[config.mk]
export PLATFORM = sky130hd
export DESIGN_NAME = demux2_array3_array2_reg
export DESIGN_NICKNAME = d
export VERILOG_FILES = /design/src/rtl/demux2_array3_array2_reg.sv
export SDC_FILE = /design/constraint.sdc
export NUM_CORES = 1
export LEC_CHECK = 0
export ABC_AREA = 1
export BUFFER_PORTS_ARGS = -buffer_cell sky130_fd_sc_hd__buf_2
export CAP_MARGIN = 15
export CORE_ASPECT_RATIO = 1.5
export CORE_MARGIN = 8
export CORE_UTILIZATION = 54
export CTS_CLUSTER_SIZE = 12
export DETAILED_ROUTE_END_ITERATION = 8
export GPL_TIMING_DRIVEN = 0
export PLACE_DENSITY = 0.84
export SLEW_MARGIN = 15
export SYNTH_ARGS = -nofsm -noshare
export SYNTH_HDL_FRONTEND = slang
export SYNTH_SLANG_ARGS = --single-unit
[constraint.sdc]
create_clock -name CLK -period 3.2 [get_ports CLK]
set_input_delay 0.32 -clock CLK [delete_from_list [all_inputs] [get_ports CLK]]
set_output_delay 0.32 -clock CLK [all_outputs]
set_load 0.02 [all_outputs]
[src/rtl/demux2_array3_array2_reg.sv]
// demux2_array3_array2_reg: routes a 3x2-bit word to one of two registered output slots with ready/valid handshakes and per-destination transfer counters.
module demux2_array3_array2_reg (
   input  logic       CLK,
   input  logic       ASYNCRESET,
   input  logic [1:0] I [3],
   input  logic       S,
   input  logic       I_valid,
   output logic       I_ready,
   output logic [1:0] O0 [3],
   output logic       O0_valid,
   input  logic       O0_ready,
   output logic [1:0] O1 [3],
   output logic       O1_valid,
   input  logic       O1_ready,
   output logic [7:0] CNT0,
   output logic [7:0] CNT1
);
   logic [5:0] d0, d1, i_flat;
   logic acc, ld0, ld1, tx0, tx1;
   assign i_flat = {I[2], I[1], I[0]};
   assign I_ready = S ? (!O1_valid || O1_ready) : (!O0_valid || O0_ready);
   assign acc = I_valid && I_ready;
   assign ld0 = acc && !S;
   assign ld1 = acc && S;
   assign tx0 = O0_valid && O0_ready;
   assign tx1 = O1_valid && O1_ready;
   for (genvar k = 0; k < 3; k++) begin : g_unflat
      assign O0[k] = d0[2*k+1:2*k];
      assign O1[k] = d1[2*k+1:2*k];
   end
   // a reload on the same edge as a drain keeps the slot valid
   always_ff @(posedge CLK or posedge ASYNCRESET)
      if (ASYNCRESET) begin
         d0 <= '0;
         d1 <= '0;
         O0_valid <= 1'b0;
         O1_valid <= 1'b0;
         CNT0 <= '0;
         CNT1 <= '0;
      end else begin
         if (ld0) d0 <= i_flat;
         if (ld1) d1 <= i_flat;
         O0_valid <= ld0 || (O0_valid && !tx0);
         O1_valid <= ld1 || (O1_valid && !tx1);
         if (tx0) CNT0 <= CNT0 + 8'd1;
         if (tx1) CNT1 <= CNT1 + 8'd1;
      end
endmodule
==> metrics.yaml, run 1 <==
synthesis:
  synth_nets: 164
  synth.distinct_cells: 18
  ys_ff_latch: 30
  yosysWarningCount: 0
  yosysSeqAreaShare: 0.531
  syn_inst: 150
  synth_area_um2: 1410
  syn-mean-instance-area_um2: 9.42
floorplan:
  fp.coreArea_um2: 2480
  die_h_um: 78.6
  ioPinCount: 43
  dieArea_um2: 4540
  num_rows: 22
  initial_core_util: 0.570
  die_x_um: 57.8
global_route:
  grt_use_total: 0.141
  grt-ovfl-total: 0
  grt_max_degree: 31
  antenna_found_initial: 0
  grt_pass1_wl_um: 5020
  grt_pass1_vias: 1222
sta:
  min_period_over_period: 0.473
  hold_violations: 0
  finalWorstPathRequiredPeriod_ns: 1.51
  skew_ns: 0.00664
  holdWs_ns: 0.0549
  finalSetupViolCount: 0
  rsz0062_at_grt: "no"
  fmax_mhz: 661
  slew_headroom: 0.600
  final_max_slew_viol_count: 0
  worstMarginPinSlew_ns: 0.600
  tns_ns: 0
drt:
  vias: 1104
  ant_nets: 0
  first_pass_iters: 4
  wl_per_cell_um: 13.3
  drt-total-wl_um: 2990
  drc_errors: 0
  viasPerCell: 4.93
  dr.first_iter.drc_count: 25
worst_hold_path:
  hold_class: "input pin to asynchronous set/reset pin"
clocking:
  insertion_delay_ns: 0.32
  cts_max_level: 2
  cts.path.max_buffers: 2
  tritoncts: "yes"
  cts_resized: 0
  root_buffer: "clkbuf_4"
  post_cts_buffers: 0
  clk_pin_slew_ns: 0.09
  numCtsBuffers: 5
  cts.sinks: 30
  cts_hold_buf: 0
worst_setup_path:
  critPathKind: "flip-flop to primary output"
  arrival_ns: 1.19
  cp_slowest_cell: "dfrtp_1"
  worstPathRequired_ns: 2.88
  cp-end-kind: "primary output"
  cpPeakStageDelay_ns: 0.43
  ff2ff_path_depth: 6
  critical_path.startpoint_type: "flip-flop"
  crit_fanout: 3
  path_cells: "nand2_2, nor2_1, a31oi_1, buf_2"
status:
  status: "complete, no violations"
place:
  port_buffers: 42
  dpl_cell_area_um2: 1650
  gp_congestion: 0.810
  place_hpwl_um: 2340
finish:
  postLayoutCellArea_um2: 1710
  syn_to_final_growth_pct: 21.3
  layout-drive-gt1-share: 0.380
  nets: 213
  diodes: 0
pwr:
  p_per_area_nw_per_um2: 692
  power.leakage_uw: 0.000971
  ir_drop_mv: 0.470
flow_run:
  maxCapViolations: 0
## flip-flops by register name, indices dropped and copies added (netlist names)
name and count:
CNT1 8, O0_valid 1, CNT0 8, d1 6, O1_valid 1, d0 6
## layer usage
| layer | GRT usage | part of all wire | up-vias |
|---|---|---|---|
| li1 | - | - | 560 |
| met1 | 0.119 | 0.38 | 504 |
| met2 | 0.262 | 0.51 | 33 |
| met3 | 0.0669 | 0.092 | 7 |
| met4 | 0.0714 | 0.018 | 0 |
| met5 | 0 | 0 | - |
## synthesized netlist by cell type
master | instances | area, um2
nand2_1 | 41 | 154
dfrtp_1 | 30 | 751
buf_6 | 2 | 22.5
nand2_2 | 6 | 37.5
nand3b_1 | 3 | 22.5
o21ai_2 | 12 | 105
inv_1 | 25 | 93.8
ha_1 | 2 | 25.0
a31oi_1 | 1 | 6.26
xnor2_1 | 2 | 17.5
nor2_2 | 3 | 18.8
mux2_2 | 1 | 11.3
nand3_1 | 5 | 25.0
nand3_2 | 1 | 10.0
nor3b_4 | 1 | 18.8
nand4_1 | 3 | 18.8
nor2_1 | 6 | 22.5
xor2_1 | 6 | 52.6
## report_power, final
group          total [uW]  switching (uW)  internal [uW]
Combinational         397             251            146
Clock                 229             122            106
Sequential            560            94.0            466
Total                1190             468            718
## path summary, 6_finish.rpt
check | start | end | slack, ns
worst max-delay path | O0_valid | I_ready | 1.69
worst min-delay path | ASYNCRESET | CNT0[2] | 0.05
worst max register to register | CNT1[0] | CNT1[6] | 2.00
worst min register to register | d1[1] | d1[1] | 0.49
max in group asynchronous | ASYNCRESET | CNT1[1] | 2.75
min in group CLK | I[1] | d1[5] | 0.27
## per-stage QoR
step | setup slack (ns) | utilization | total power, uW | cells
final | 1.69 | 0.691 | 1190 | 224
after global routing | 1.61 | 0.691 | 1260 | 224
after floorplan | 1.89 | - | 821 | 150
after global placement | 1.87 | 0.667 | 948 | 216
after detailed placement | 1.83 | 0.667 | 970 | 216
after CTS | 1.68 | 0.691 | 1200 | 224
## critical path: cells and delay by family, from the launching register on
family                 cells  cell delay (ns)
AOI/OAI and AO/OA          1             0.12
and+or+nand+nor            2             0.14
buffers and inverters      1             0.19
DFF                        1             0.43
## kinds of logic (layout without fill, tap and decap cells)
kind of cell	Yosys count	after routing	share of synthesized area
buffers and inverters	27	77	0.0824
AND/OR/NAND/NOR	69	69	0.232
adder cells (fa/ha/maj)	2	2	0.0177
flip-flops	30	30	0.531
AO/OA/AOI/OAI	13	13	0.0788
XOR/XNOR	8	8	0.0496
multiplexers	1	1	0.00797
## final cells by class
class / count / area [um2]
Sequential cell: 30 / 751
Inverter: 25 / 93.8
Clock inverter: 1 / 5.00
Fill cell: 207 / 764
Timing Repair Buffer: 42 / 210
Tap cell: 24 / 30.0
Clock buffer: 7 / 55.1
Multi-Input combinational cell: 93 / 546
Buffer: 2 / 22.5
## cells in the final DEF (no fill, tap or decap), types with 2 or more instances in the layout
cell / count
nand4_1: 3
xnor2_1: 2
nand2_1: 41
nor2_2: 3
ha_1: 2
clkbuf_4: 5
buf_6: 2
buf_2: 42
nand2_2: 6
inv_1: 24
nand3b_1: 3
nand3_1: 5
dfrtp_1: 30
xor2_1: 6
nor2_1: 6
o21ai_2: 12
Power figures use the tool's default switching activity.
==> run 2: changes to the inputs <==
- CORE_UTILIZATION: 54 -> 50
- PLACE_DENSITY: 0.84 -> 0.79
- clock period: 3.2 -> 1.57 ns (I/O delays scaled with it)
==> run 2 against run 1 <==
- the flow now finishes with violations (hold timing)
- sequential share of layout area down 1.2 points
- cell count up 5.8%
- via count up 3.6%
- sequential power up 100%
- clock skew down 0.0042 ns
- non-clock buffer count unchanged
- clock power rose to 2.7 times the previous value
- setup slack worse by 1.4 ns
- cell area up 2.8%
- largest power group unchanged
==> metrics.yaml, run 2 (synthesized netlist as in run 1, its figures left out) <==
status:
  status: "complete, but fails checks"
  violations: "hold timing"
worst_setup_path:
  cp_top_family: "flip-flops"
  worstReg2RegEnd: "CNT1[6]"
  cpPeakStageDelay_ns: 0.41  # -0.02 ns
  critPathKind: "flip-flop to primary output"
  r2r-start: "CNT1[0]"
  arrival_ns: 1.16  # -0.03 ns
  cp_slowest_cell: "dfrtp_1"
  ff2ff_path_depth: 6  # unchanged
  path_cells: "nand2_2, nor2_1, a31oi_1, buf_2"
  cp_num_cells: 4  # unchanged
  worstPathRequired_ns: 1.41  # -1.47 ns
  critical_path.startpoint: "O0_valid"
  critical_path.startpoint_type: "flip-flop"
  crit_buf_inv: 1  # unchanged
  crit_end: "I_ready"
  cp-end-kind: "primary output"
  r2r_setup_slack_ns: 0.39  # -1.61 ns
  crit_fanout: 3  # unchanged
global_route:
  top_usage_layer: "met2"
  met1_usage: 0.146  # +0.0272
  grt_pass1_vias: 1222  # unchanged
  grt_use_met2: 0.235  # -0.0263
  grt_use_total: 0.139  # -0.00189
  grt_max_degree: 31  # unchanged
  grt-ovfl-total: 0  # unchanged
  use_met3: 0.0585  # -0.00843
  antenna_found_initial: 0  # unchanged
  grt_pass1_wl_um: 5220  # +4.0%
sta:
  fmax_mhz: 762
  worstMarginPinSlew_ns: 0.618  # +0.0187 ns
  postLayoutSetupSlackWorst_ns: 0.258  # -1.43 ns
  min_period_over_period: 0.836
  hold_violations: 30  # +30
  holdWs_ns: -0.0487  # -0.104 ns
  skew_ns: 0.00247  # -0.00417 ns
  rsz0062_at_grt: "no"
  tns_ns: 0  # unchanged
  final_max_slew_viol_count: 0  # unchanged
  finalWorstPathRequiredPeriod_ns: 1.31
  slew_headroom: 0.587  # -0.0125
  finalSetupViolCount: 0  # unchanged
floorplan:
  fp.coreArea_um2: 2680  # +8.0%
  initial_core_util: 0.528  # -0.0424
  dieArea_um2: 4820  # +6.0%
  num_rows: 23  # +4.5%
  die_h_um: 81.1  # +3.1%
  ioPinCount: 43  # unchanged
  die_x_um: 59.4  # +2.8%
clocking:
  post_cts_buffers: 0  # unchanged
  insertion_delay_ns: 0.28  # -0.04 ns
  tritoncts: "yes"
  numCtsBuffers: 5  # unchanged
  cts_hold_buf: 0  # unchanged
  root_buffer: "clkbuf_8"
  cts_max_level: 2  # unchanged
  cts.sinks: 30  # unchanged
  cts_resized: 0  # unchanged
  cts.path.max_buffers: 2  # unchanged
  clk_pin_slew_ns: 0.06  # -0.03 ns
drt:
  drc_errors: 0  # unchanged
  ant_nets: 0  # unchanged
  viasPerCell: 4.83  # -2.1%
  dr.first_iter.drc_count: 11  # -56%
  first_pass_iters: 4  # unchanged
  drt-total-wl_um: 2980  # -0.50%
  wl_per_cell_um: 12.6  # -6.0%
  vias: 1144  # +3.6%
place:
  port_buffers: 42  # unchanged
  gp_congestion: 0.804  # -0.73%
  post-place-cells: 229  # +6.0%
  pre_cts_ws_ns: 0.344  # -1.49 ns
  place_hpwl_um: 2280  # -2.3%
  dpl_cell_area_um2: 1670  # +0.98%
pwr:
  p_per_area_nw_per_um2: 1470  # +110%
  power.leakage_uw: 0.000984  # +1.3%
  ir_drop_mv: 0.898  # +91%
finish:
  layout-drive-gt1-share: 0.380  # unchanged
  largest_registers: "CNT0 (8), CNT1 (8)"
  fillers: 231  # +12%
  fin_util: 0.658  # -0.0336
  final_cells: 237  # +5.8%
  postLayoutCellArea_um2: 1760  # +2.8%
  syn_to_final_growth_pct: 24.6
  mostFrequentLayoutCells: "buf_2 (42), nand2_1 (41), dfrtp_1 (30)"
  final_common_cell: "buf_2"
  nets: 213  # unchanged
  diodes: 0  # unchanged
worst_hold_path:
  hold_class: "input pin to asynchronous set/reset pin"
flow_run:
  maxCapViolations: 0  # unchanged
## run 2: cell count changes in the layout (fill, tap and decap cells not counted)
cell	previous run	this run
clkbuf_8	1	6
clkbuf_4	5	0
## run 2: report_power, final
group,leakage [uW],switching (uW),internal (uW)
registers,0.000360,188,952
logic,0.000575,515,300
clock network,0.0000482,275,353
total,0.000984,978,1600
## run 2: worst min-delay path by stage
| stage | startpoint | endpoint | slack (ns) | cells past startpoint |
|---|---|---|---|---|
| 6_report | ASYNCRESET | CNT0[2] | -0.05 | 2 |
| 5_1_grt | ASYNCRESET | CNT0[2] | 0.02 | 2 |
| 4_1_cts | I[2] | d1[2] | 0.15 | 3 |
| 3_5_place_dp | I[2] | d1[2] | 0.45 | 3 |
| 3_3_place_gp | I[2] | d0[2] | 0.44 | 3 |
| 2_1_floorplan | ASYNCRESET | CNT0[0] | 0.25 | 1 |
## run 2: per-stage QoR
step,hold WS [ns],total power (uW)
2_1_floorplan,0.248,1670
3_3_place_gp,0.439,1940
3_5_place_dp,0.445,1980
4_1_cts,0.153,2620
5_1_grt,0.0218,2760
6_report,-0.0487,2580
## run 2: routing by layer
| layer | vias to the layer above | wire length, um |
|---|---|---|
| li1 | 557 | - |
| met1 | 544 | 1130 |
| met2 | 37 | 1520 |
| met3 | 6 | 269 |
| met4 | 0 | 51 |
| met5 | - | 0 |
## run 2: layout make-up
cell class	instances	area (um2)	share of cell area
well taps	37	46.3	0.0263
multi-input cells	93	546	0.310
plain buffers	2	22.5	0.0128
clock inverters	1	5.00	0.00284
flip-flops and latches	30	751	0.426
repair buffers	42	210	0.119
inverters	25	93.8	0.0533
clock buffers	7	86.3	0.0490
